`config.mk`:
```
export PLATFORM = sky130hd
export DESIGN_NAME = uart_rx_engine
export DESIGN_NICKNAME = d
export VERILOG_FILES = /design/src/rtl/uart_pkg.sv /design/src/rtl/uart_rx_sync.sv /design/src/rtl/uart_rx_engine.sv
export SDC_FILE = /design/constraint.sdc
export NUM_CORES = 1
export LEC_CHECK = 0
export ABC_AREA = 1
export CORE_ASPECT_RATIO = 0.8
export CORE_MARGIN = 3
export CORE_UTILIZATION = 45
export CTS_BUF_LIST = sky130_fd_sc_hd__clkbuf_2
export CTS_CLUSTER_DIAMETER = 100
export CTS_CLUSTER_SIZE = 10
export DETAILED_ROUTE_END_ITERATION = 8
export GPL_TIMING_DRIVEN = 0
export HOLD_SLACK_MARGIN = 0.02
export MAX_ROUTING_LAYER = met4
export PLACE_DENSITY = 0.61
export RECOVER_POWER = 100
export SLEW_MARGIN = 20
export SYNTH_ARGS = -nofsm -noshare
export SYNTH_HDL_FRONTEND = slang
export SYNTH_SLANG_ARGS = --single-unit
```
`constraint.sdc`:
```
create_clock -name rx_clk -period 1.75 [get_ports rx_clk]
set_input_delay 0.175 -clock rx_clk [delete_from_list [all_inputs] [get_ports rx_clk]]
set_output_delay 0.175 -clock rx_clk [all_outputs]
set_load 0.02 [all_outputs]
```
`src/rtl/uart_pkg.sv`:
```
// Shared UART definitions: FSM state encoding and parity-sense constants.
// Used by both the receive and transmit engines.
package uart_pkg;

  localparam int UART_STATE_W = 3;

  typedef enum logic [UART_STATE_W-1:0] {
    ST_IDLE   = 3'd0,
    ST_START  = 3'd1,
    ST_DATA   = 3'd2,
    ST_PARITY = 3'd3,
    ST_STOP   = 3'd4
  } uart_state_e;

  // Value XORed into the data parity to form the expected parity bit.
  localparam logic UART_PARITY_EVEN = 1'b0;
  localparam logic UART_PARITY_ODD  = 1'b1;

endpackage

```
`src/rtl/uart_rx_sync.sv`:
```
// Two-flop synchroniser for asynchronous pad inputs; flops reset to 1 (idle line).
// Latency: two clk cycles; no backpressure.
module uart_rx_sync #(
  parameter int WIDTH = 1
) (
  input  logic             clk,
  input  logic             resetn,
  input  logic [WIDTH-1:0] d_in,
  output logic [WIDTH-1:0] d_out
);

  logic [WIDTH-1:0] meta_q, meta_d;
  logic [WIDTH-1:0] sync_q, sync_d;

  always_comb begin
    meta_d = d_in;
    sync_d = meta_q;
  end

  always_ff @(posedge clk) begin
    if (!resetn) begin
      meta_q <= '1;
      sync_q <= '1;
    end else begin
      meta_q <= meta_d;
      sync_q <= sync_d;
    end
  end

  assign d_out = sync_q;

endmodule

```
`src/rtl/uart_rx_engine.sv`:
```
// UART receiver: oversampled start detect, mid-bit sampling, parity and stop checks.
// rx_valid pulses one cycle after the tick that samples the final stop bit; no backpressure.
module uart_rx_engine
  import uart_pkg::*;
#(
  parameter int DATA_WIDTH = 8,
  parameter int OVERSAMPLE = 16,
  parameter int PARITY_EN  = 1,
  parameter int PARITY_ODD = 0,
  parameter int STOP_BITS  = 1
) (
  input  logic                  rx_clk,
  input  logic                  resetn,
  input  logic                  sample_tick,
  input  logic                  rx_in,
  output logic [DATA_WIDTH-1:0] rx_data,
  output logic                  rx_valid,
  output logic                  parity_err,
  output logic                  frame_err,
  output logic                  busy
);

  localparam int TICK_W = $clog2(OVERSAMPLE);
  localparam int BIT_W  = $clog2(DATA_WIDTH) + 1;

  localparam logic [TICK_W-1:0] TICK_HALF = TICK_W'(OVERSAMPLE / 2 - 1);
  localparam logic [TICK_W-1:0] TICK_FULL = TICK_W'(OVERSAMPLE - 1);
  localparam logic [BIT_W-1:0]  DATA_LAST = BIT_W'(DATA_WIDTH - 1);
  localparam logic [BIT_W-1:0]  STOP_LAST = BIT_W'(STOP_BITS - 1);
  localparam logic              PAR_SENSE = (PARITY_ODD != 0) ? UART_PARITY_ODD
                                                              : UART_PARITY_EVEN;

  logic rx_s;

  uart_rx_sync #(
    .WIDTH (1)
  ) u_sync (
    .clk    (rx_clk),
    .resetn (resetn),
    .d_in   (rx_in),
    .d_out  (rx_s)
  );

  uart_state_e           state_q, state_d;
  logic [TICK_W-1:0]     tick_cnt_q, tick_cnt_d;
  logic [BIT_W-1:0]      bit_cnt_q, bit_cnt_d;
  logic [DATA_WIDTH-1:0] shift_q, shift_d;
  logic                  armed_q, armed_d;
  logic                  perr_q, perr_d;
  logic                  ferr_q, ferr_d;
  logic [DATA_WIDTH-1:0] rx_data_q, rx_data_d;
  logic                  rx_valid_q, rx_valid_d;
  logic                  parity_err_q, parity_err_d;
  logic                  frame_err_q, frame_err_d;

  logic mid_bit;
  logic ferr_now;

  always_comb begin
    state_d      = state_q;
    tick_cnt_d   = tick_cnt_q;
    bit_cnt_d    = bit_cnt_q;
    shift_d      = shift_q;
    armed_d      = armed_q;
    perr_d       = perr_q;
    ferr_d       = ferr_q;
    rx_data_d    = rx_data_q;
    rx_valid_d   = 1'b0;
    parity_err_d = parity_err_q;
    frame_err_d  = frame_err_q;

    mid_bit  = sample_tick && (tick_cnt_q == TICK_FULL);
    ferr_now = ferr_q | ~rx_s;

    // Bit-period states count ticks until the next mid-bit sample point.
    if (sample_tick && (state_q == ST_DATA || state_q == ST_PARITY || state_q == ST_STOP)) begin
      tick_cnt_d = mid_bit ? '0 : tick_cnt_q + TICK_W'(1);
    end

    case (state_q)
      ST_IDLE: begin
        // A falling edge only counts after a high has been seen, so a held-low line never retriggers.
        if (sample_tick) begin
          if (rx_s) begin
            armed_d = 1'b1;
          end else if (armed_q) begin
            state_d    = ST_START;
            tick_cnt_d = '0;
            armed_d    = 1'b0;
          end
        end
      end

      ST_START: begin
        if (sample_tick) begin
          if (tick_cnt_q == TICK_HALF) begin
            if (rx_s) begin
              state_d = ST_IDLE;
            end else begin
              state_d    = ST_DATA;
              tick_cnt_d = '0;
              bit_cnt_d  = '0;
              perr_d     = 1'b0;
              ferr_d     = 1'b0;
            end
          end else begin
            tick_cnt_d = tick_cnt_q + TICK_W'(1);
          end
        end
      end

      ST_DATA: begin
        if (mid_bit) begin
          shift_d = {rx_s, shift_q[DATA_WIDTH-1:1]};
          if (bit_cnt_q == DATA_LAST) begin
            bit_cnt_d = '0;
            state_d   = (PARITY_EN != 0) ? ST_PARITY : ST_STOP;
          end else begin
            bit_cnt_d = bit_cnt_q + BIT_W'(1);
          end
        end
      end

      ST_PARITY: begin
        if (mid_bit) begin
          perr_d    = rx_s ^ (^shift_q) ^ PAR_SENSE;
          bit_cnt_d = '0;
          state_d   = ST_STOP;
        end
      end

      ST_STOP: begin
        if (mid_bit) begin
          ferr_d = ferr_now;
          if (bit_cnt_q == STOP_LAST) begin
            rx_data_d    = shift_q;
            parity_err_d = perr_q;
            frame_err_d  = ferr_now;
            rx_valid_d   = 1'b1;
            armed_d      = rx_s;
            bit_cnt_d    = '0;
            state_d      = ST_IDLE;
          end else begin
            bit_cnt_d = bit_cnt_q + BIT_W'(1);
          end
        end
      end

      default: begin
        state_d = ST_IDLE;
      end
    endcase
  end

  always_ff @(posedge rx_clk) begin
    if (!resetn) begin
      state_q      <= ST_IDLE;
      tick_cnt_q   <= '0;
      bit_cnt_q    <= '0;
      shift_q      <= '0;
      armed_q      <= 1'b0;
      perr_q       <= 1'b0;
      ferr_q       <= 1'b0;
      rx_data_q    <= '0;
      rx_valid_q   <= 1'b0;
      parity_err_q <= 1'b0;
      frame_err_q  <= 1'b0;
    end else begin
      state_q      <= state_d;
      tick_cnt_q   <= tick_cnt_d;
      bit_cnt_q    <= bit_cnt_d;
      shift_q      <= shift_d;
      armed_q      <= armed_d;
      perr_q       <= perr_d;
      ferr_q       <= ferr_d;
      rx_data_q    <= rx_data_d;
      rx_valid_q   <= rx_valid_d;
      parity_err_q <= parity_err_d;
      frame_err_q  <= frame_err_d;
    end
  end

  assign rx_data    = rx_data_q;
  assign rx_valid   = rx_valid_q;
  assign parity_err = parity_err_q;
  assign frame_err  = frame_err_q;
  // The FSM is already back in IDLE during the rx_valid cycle; keep busy up through it.
  assign busy       = (state_q != ST_IDLE) || rx_valid_q;

endmodule

```
Word level (Yosys, flattened, before mapping)
Cells that the tools add are included.
{"block": "word_totals", "output_inout_bits": 12, "register_bits": 35, "input_bits": 4}
{"block": "op_classes", "mux": 43, "reduce_logical": 21, "add_sub_neg": 2, "n_eq_ne": 18, "bitwise": 3}
{"operator": "4-bit 2-to-1 mux", "count": 16}
{"operator": "3-bit 2-to-1 mux", "count": 10}
{"operator": "2-bit inequality test, second input constant", "count": 9}
{"operator": "4-bit one-hot mux with 4 select lines", "count": 1}
{"operator": "3-bit one-hot mux with 5 select lines", "count": 1}
{"operator": "1-bit 2-to-1 mux", "count": 10}
{"operator": "10-bit AND reduction", "count": 1}
{"operator": "5-bit AND reduction", "count": 2}
{"operator": "4-bit by 1-bit adder with 4-bit output, second input constant", "count": 2}
{"operator": "4-bit by 3-bit == test with 1-bit output, second input constant", "count": 2}
{"operator": "4-bit one-hot mux with 2 select lines", "count": 1}
{"operator": "8-bit parity", "count": 1}
{"operator": "7-bit AND reduction", "count": 1}
{"operator": "3-bit by 2-bit == test with 1-bit output, second input constant", "count": 2}
{"operator": "1-bit one-hot mux with 2 select lines", "count": 3}
{"operator": "3-bit AND reduction", "count": 2}
{"operator": "2-bit nonzero test", "count": 3}
{"operator": "4-bit == test, second input constant", "count": 1}
{"operator": "4-bit zero test", "count": 1}
{"operator": "2-bit by 1-bit inequality test with 1-bit output, second input constant", "count": 2}
{"operator": "4-bit AND reduction", "count": 1}
{"operator": "4-bit nonzero test", "count": 1}
{"operator": "3-bit by 1-bit == test with 1-bit output, second input constant", "count": 1}
{"operator": "3-bit == test, second input constant", "count": 1}
{"operator": "9 further kinds", "count": 12}

Logic depth before layout (Yosys ltp)
Gate-level depths: netlist of the first run.
{"block": "logic_depth", "depth_word": 9, "depth_mapped": 12}

Modules after synthesis
From an unflattened synthesis of the first run, not the netlist that was laid out.
{"block": "hier_totals", "hier_cells": 259, "area_unflattened_um2": 1781.7}
{"mod": "uart_rx_engine", "area_each_um2": 1726.7, "cells_per_inst": 253, "instances": 1, "seq_area_each_um2": 660.6}
{"mod": "uart_rx_sync", "area_each_um2": 55.1, "cells_per_inst": 6, "instances": 1, "seq_area_each_um2": 40.0}

Least setup slack after synthesis of the first run
Ideal clock, no wire load.
{"block": "synth_path", "path_kind": "reg2reg", "startpoint": "reg tick_cnt_q[0]", "endpoint": "reg bit_cnt_q[1]", "period_less_slack_ns": 1.414, "n_path_buf": 0, "required_time_ns": 1.637, "path_stages_with_launch": 13, "t_arrival_ns": 1.301, "path_slack_ns": 0.336, "cell_sequence": "dfxtp_1 > ha_1 > nand2_1 > inv_1 > nand3_4 > nand2_2 > nand2_1 > nor2_2 > nand2_4 > clkinv_4 > nand2_1 > nand2_1 > nor2_1"}
{"block": "synth_via", "elab_chain_cells": 4, "word_cells_on_any_way": 8}
{"element": "start: declaration", "line": "uart_rx_engine.sv:45", "rtl": "logic [TICK_W-1:0] tick_cnt_q, tick_cnt_d;"}
{"element": "start signal: assignment", "line": "uart_rx_engine.sv:170", "rtl": "tick_cnt_q <= tick_cnt_d;"}
{"element": "4-bit == test", "line": "uart_rx_engine.sv:72", "rtl": "mid_bit = sample_tick && (tick_cnt_q == TICK_FULL);"}
{"element": "1-bit logical AND", "line": "uart_rx_engine.sv:72"}
{"element": "2-bit inequality test (no line)"}
{"element": "7-bit AND reduction (no line) *"}
{"element": "end signal: assignment", "line": "uart_rx_engine.sv:171", "rtl": "bit_cnt_q <= bit_cnt_d;"}
{"element": "end: declaration", "line": "uart_rx_engine.sv:46", "rtl": "logic [BIT_W-1:0] bit_cnt_q, bit_cnt_d;"}
Every way passes the cells marked *; elsewhere a longest branch is shown, timed or not.
A chain may end at the register's enable or synchronous reset.

Final worst setup path of the first run
{"block": "layout_path", "startpoint": "reg rx_data_q[0], in the netlist rx_data[0]", "endpoint": "out rx_data[0]"}
{"element": "start: declaration", "line": "uart_rx_engine.sv:51", "rtl": "logic [DATA_WIDTH-1:0] rx_data_q, rx_data_d;"}
{"element": "start signal: assignment", "line": "uart_rx_engine.sv:176", "rtl": "rx_data_q <= rx_data_d;"}
{"element": "end: declaration", "line": "uart_rx_engine.sv:16", "rtl": "output logic [DATA_WIDTH-1:0] rx_data,"}
No word-level cell between the ends.

==> metrics.md, run 1 <==
| Metric | Value |
|---|---|
| Initial antenna violation count | 0 |
| Post-CTS Hold Fix Bufs | 0 |
| Cells after synthesis | roughly 260 |
| Worst skew pair latency | 0.40 ns |
| Slew Viols, Final | 0 |
| Yosys top cell area share | about two fifths |
| CP top delay family | buffers and inverters |
| First-pass GRT wire length | 6720 µm |
| Post-route DRC | 0 |
| Post-DRT Antenna Nets | 0 |
| Register area share after synthesis | between 30% and 40% |
| Setup TNS | 0 ns |
| Initial drt markers | 89 |
| Final HPWL DP | 2780 µm |
| Clk slew on worst S/H paths | roughly 0.21 ns |
| Critical Path End Type | primary output |
| Min-delay worst type | input pin to flop |
| Clock Tree Buf Depth | 2 |
| CP Launch Type | flop |
| Nets | 295 |
| Cts bufs inserted | 5 |
| Area post-placement | about 0.002 mm² |
| Worst-margin pin slew | ~0.4 ns |
| FF-to-FF End | tick_cnt_q[1] |
| Distinct cells, synth | 27 |
| Skew final | about 0.018 ns |
| Final worst setup slack | between 0.1 and 0.15 ns |
| Peak supply drop | ~0.00043 V |
| Average wire per standard cell | 11.1 µm |
| Number of global-route vias before repair | ~1.5k |
| CP Max Fanout | 2 |
| DRT Pass-1 Iters | 4 |
| Pre-CTS WS | -0.0956 ns |
| CTS tree | yes |
| Root buffer cell | clkbuf_2 |
| Area leader, netlist | dfxtp_1 |
| Final wirelength | around 3800 µm |
| DR vias/cell | between 4 and 5 |
| Most common cell after layout, fill and taps aside | nand2_1 |
| Register-to-Register Path Depth | 8 |
| # rows | 20 |
| Max Cap Viol | 0 |
| Crit path buf inv count | 1 |
| GP Congestion | 0.869 |
| Total track usage | about 18% |
| Synth top area cells | dfxtp_1 38%, nand2_1 13%, nor2_1 8.4% |
| Final Cycle Share | 92.5% |
| Power per Cell Area | 742 mW/mm² |
| HP Start | rx_in |
| Area Growth Syn to Fin | 18.4% |
| Tmin final | ~1.6 ns |
| Static Leak | 0.979 nW |
| Most frequent cells in the layout | 63 x nand2_1, 41 x nor2_1, 30 x dfxtp_1, 22 x o21ai_0 |
| YS warnings | 0 |
| Status | complete, no violations |
| Core Footprint | 0.00385 mm² |
| RSZ-0062 raised after global routing | false |
| Syn Area/Cell | 6.94 µm² |
| WHS Endpoint | u_sync.meta_q |
| Post-route cell area | 0.00216 mm² |
| Register-to-register setup slack | ~0.17 ns |
| Syn Std Cell Area | approximately 0.0018 mm² |
| H-tree levels | 2 |
| Seq cells post-synth | 35 |
| DR vias | 1639 |
| Final total power | 1.60 mW |
| GRT overflow | 0 |
| Ant. Diodes | 0 |
| Beginning of the worst register-to-register path | state_q[2] |
| Worst Setup SP | rx_data[0] |
| CP Class | flop to primary output |
| Slowest cell on crit path | dlygate4sd3_1 |
| FMAX | around 600 MHz |
| Die height | around 63 µm |
| Top Ports | 16 |
| Mapped Nets | 270 |
| Cells along the critical path | dlygate4sd3_1 |
| Layout cells sized above 1 | around 17% |
| Setup-failing EPs final | 0 |
| Worst path max stage delay | ~0.67 ns |
| Final hold vios | 0 |
| Arrival time at the worst endpoint | 1.44 ns |
| Sink Count | 35 |
| Starting Density | 47.3% |
| Slew HR | about 73% |
| Worst Path Required | approximately 1.6 ns |
| Hold path cells | 2 |
| Largest net degree at the start of global routing | 13 |
| Chip width | 77.2 µm |
| IO buf count | 15 |
| Die footprint | 0.00486 mm² |
## final cells by class
class	count	area (µm²)
buffer	5	42.5
clock buffer	5	25.0
clock inverter	3	67.6
fill	415	1690
inverter	27	106
multi-input combinational	196	967
sequential	35	714
tap	55	68.8
timing repair buffer	18	168
## cell usage after synthesis (all sizes together)
library cell  instances
nor3                  1
nor2                 46
xor2                  2
ha                    3
nand2                69
a21oi                22
dfxtp                35
clkinv                1
clkbuf                1
nand3                17
buf                   4
or2                   4
o21bai                1
o21ai                25
xnor2                 2
nand4                 3
inv                  26
and2                  1
## sequential cells by signal, summed over array words and instances (netlist names)
| name | flops |
|---|---|
| rx_valid | 1 |
| armed_q | 1 |
| ferr_q | 1 |
| state_q | 3 |
| tick_cnt_q | 4 |
| parity_err | 1 |
| rx_data | 8 |
| shift_q | 8 |
| u_sync.d_out | 1 |
| bit_cnt_q | 4 |
| u_sync.meta_q | 1 |
| perr_q | 1 |
| frame_err | 1 |
## how the worst max path moves through the flow
| stage | end | slack, ns | cells past startpoint |
|---|---|---|---|
| after floorplan | bit_cnt_q[1] | 0.34 | 12 |
| after global placement | rx_data[6] | -0.05 | 7 |
| after detailed placement | rx_data[3] | -0.1 | 8 |
| after CTS | busy | 0.02 | 4 |
| after global routing | tick_cnt_q[1] | 0.0009 | 8 |
| final | rx_data[0] | 0.13 | 1 |
## power breakdown
group	switching [mW]	internal (mW)	total, mW
Sequential	0.00866	0.805	0.814
Combinational	0.0650	0.0377	0.103
Clock	0.303	0.384	0.687
Total	0.377	1.23	1.60
## through the flow
step / instances / hold WS [ns] / utilization [%]
3_3_place_gp: 333 / 0.393 / 53.0
4_1_cts: 344 / 0.305 / 56.4
2_1_floorplan: 263 / 0.282 / -
5_1_grt: 344 / 0.291 / 56.0
6_report: 344 / 0.332 / 56.0
3_5_place_dp: 333 / 0.398 / 53.0
## logic make-up after synthesis
logic type,synth area share (%)
AOI/OAI and AO/OA,13.7
xor gates and xnor gates,1.92
and+or+nand+nor,35.7
buffers and inverters,8.16
adders and majority gates,2.06
DFF,38.4
## per-layer routing
layer / vias up / routed length (µm) / part of all wire, % / GRT usage (%)
met4: 0 / 72 / 1.9 / 8.00
met5: - / 0 / 0 / -
li1: 888 / - / - / -
met1: 719 / 2110 / 55 / 25.6
met2: 24 / 1490 / 39 / 23.4
met3: 8 / 151 / 3.9 / 4.03
## repair_timing
item | 4_1_cts | 5_1_grt
endpoints found under the hold margin | 0 | 0
gates resized for setup | 9 | 4
setup buffers | 3 | 0
gates cloned | 0 | 0
pin swaps | 1 | 0
endpoints found under the setup margin | 1 | 11
Note: power is estimated with default switching activity, not from simulation.
==> inputs of run 2 (changes only) <==
CORE_MARGIN = default   (was 3)
==> metrics.md, run 2 (synthesis results as in run 1) <==
| Metric | Value |
|---|---|
| WP depth | 12 (+11) |
| Nets | 296 (+0.34%) |
| # rows | 20 (unchanged) |
| Critical Path End Type | flop |
| Crit path buf inv count | 2 (+1) |
| Static Leak | 0.972 nW (-0.73%) |
| Min-delay worst type | input pin to flop |
| Ant. Diodes | 0 (unchanged) |
| Post-route DRC | 0 (unchanged) |
| Number of global-route vias before repair | 1497 (+1.8%) |
| Area of the multi-input gates | 977 µm² (+1.0%) |
| Sequential cell area | 709 µm² (-0.70%) |
| Power per Cell Area | 680 mW/mm² (-8.3%) |
| CP Max Fanout | 6 (+4) |
| DRT Pass-1 Iters | 4 (unchanged) |
| First-pass GRT wire length | 6760 µm (+0.52%) |
| Area Growth Syn to Fin | 17.3% |
| Slew HR | 66.1% (-6.9 points) |
| Worst-margin pin slew | 0.508 ns (+0.103 ns) |
| Layout cells sized above 1 | 15.9% (-0.75 points) |
| Worst path max stage delay | 0.40 ns (-0.27 ns) |
| GP Congestion | 0.821 (-5.5%) |
| Max Cap Viol | 0 (unchanged) |
| Hold path cells | 2 (unchanged) |
| Setup TNS | 0 ns (unchanged) |
| Top Ports | 16 (unchanged) |
| Cts bufs inserted | 5 (unchanged) |
| Final HPWL DP | 2780 µm (about the same) |
| Worst Setup SP | tick_cnt_q[1] |
| Beginning of the worst register-to-register path | tick_cnt_q[1] |
| Post-DRT Antenna Nets | 0 (unchanged) |
| Most frequent cells in the layout | 61 x nand2_1, 41 x nor2_1, 32 x dfxtp_1, 22 x o21ai_0, 21 x inv_1 |
| Clock Tree Buf Depth | 2 (unchanged) |
| RSZ-0062 raised after global routing | false |
| IO buf count | 15 (unchanged) |
| Cell repeated most along the worst path | nand2_1 |
| CP top delay family | simple AND/OR/NAND/NOR gates |
| Largest net degree at the start of global routing | 13 (unchanged) |
| Final hold vios | 0 (unchanged) |
| Register-to-Register Path Depth | 12 (+4) |
| Setup-failing EPs final | 0 (unchanged) |
| Initial drt markers | 72 (-19%) |
| Die footprint | 0.00431 mm² (-11%) |
| Final Cycle Share | 92.2% (-0.38 points) |
| Final core occ | 55.9% (-0.16 points) |
| Skew final | 0.0122 ns (-0.00581 ns) |
| CTS tree | yes |
| Starting Density | 47.6% (+0.31 points) |
| Slowest cell on crit path | dfxtp_1 |
| Chip width | 73.2 µm (-5.2%) |
| DR vias | 1662 (+1.4%) |
| FMAX | 620 MHz (+0.42%) |
| Average wire per standard cell | 11.5 µm (+3.3%) |
| Worst skew pair latency | 0.38 ns (-0.02 ns) |
| Total track usage | 21.3% (+3.5 points) |
| Most common cell after layout, fill and taps aside | nand2_1 |
| CP Class | flop to flop |
| Root buffer cell | clkbuf_2 |
| Tmin final | 1.61 ns (-0.00673 ns) |
| Die height | 59.0 µm (-6.4%) |
| Core Footprint | 0.00383 mm² (-0.65%) |
| Initial antenna violation count | 0 (unchanged) |
| GRT overflow | 0 (unchanged) |
| Status | complete, no violations |
| Sink Count | 35 (unchanged) |
| Arrival time at the worst endpoint | 1.93 ns (+0.49 ns) |
| Cells along the critical path | ha_1, nand2_1, inv_1, nand3_4, nand2_2, nand2_1, nor2_2, nand2_4, clkinv_4, nand2_1, nand2_1, nor2_1 |
| Slew Viols, Final | 0 (unchanged) |
| Clk slew on worst S/H paths | 0.20 ns (about the same) |
| Filler cells | 404 (-2.7%) |
| HP Start | rx_in |
| Post-CTS Hold Fix Bufs | 0 (unchanged) |
| Worst Path Required | 2.06 ns (+0.49 ns) |
| CP Launch Type | flop |
| H-tree levels | 2 (unchanged) |
| Final wirelength | 3970 µm (+3.6%) |
| DR vias/cell | 4.82 (+1.1%) |
| Peak supply drop | 0.000428 V (+0.57%) |
-- run 2: layout make-up --
class	instances	area share, %
Timing Repair Buffer	19	8.13
Multi-Input combinational cell	196	45.7
Tap cell	55	3.22
Clock buffer	5	1.17
Buffer	5	1.64
Clock inverter	3	2.05
Sequential cell	35	33.2
Inverter	27	4.97
-- run 2: metrics by stage --
| stage | instance area (µm²) | instances | setup WS (ns) | hold slack, ns | power [mW] |
|---|---|---|---|---|---|
| 4_1_cts | 2150 | 344 | 0.00453 | 0.335 | 1.47 |
| 3_5_place_dp | 2040 | 333 | -0.0550 | 0.404 | 0.937 |
| 2_1_floorplan | 1820 | 263 | 0.336 | 0.282 | 0.904 |
| 5_1_grt | 2140 | 345 | 0.00342 | 0.335 | 1.52 |
| 3_3_place_gp | 2040 | 333 | -0.0515 | 0.394 | 0.937 |
| 6_report | 2140 | 345 | 0.137 | 0.351 | 1.46 |
-- run 2: power by group --
part / switching [mW] / total, mW / internal, mW
clock network: 0.296 / 0.538 / 0.242
logic: 0.0668 / 0.103 / 0.0359
registers: 0.00855 / 0.815 / 0.806
-- run 2: worst paths after layout --
kind	end	slack (ns)
hold reg to reg	u_sync.d_out	0.43
setup reg to reg	bit_cnt_q[3]	0.14
hold / removal	u_sync.meta_q	0.35
setup / recovery	bit_cnt_q[3]	0.14
-- run 2: what timing repair did --
action	in CTS	in global routing
resized for setup	8	4
pin swaps	1	0
setup buffers	3	1
setup endpoints to repair	1	12
-- run 2: routing by layer --
metal,vias up,part of all wire (%),global-route usage (%)
li1,889,-,-
met3,2,3.8,4.11
met2,28,43,30.2
met4,0,0.43,6.44
met5,-,0,-
met1,743,53,30.4
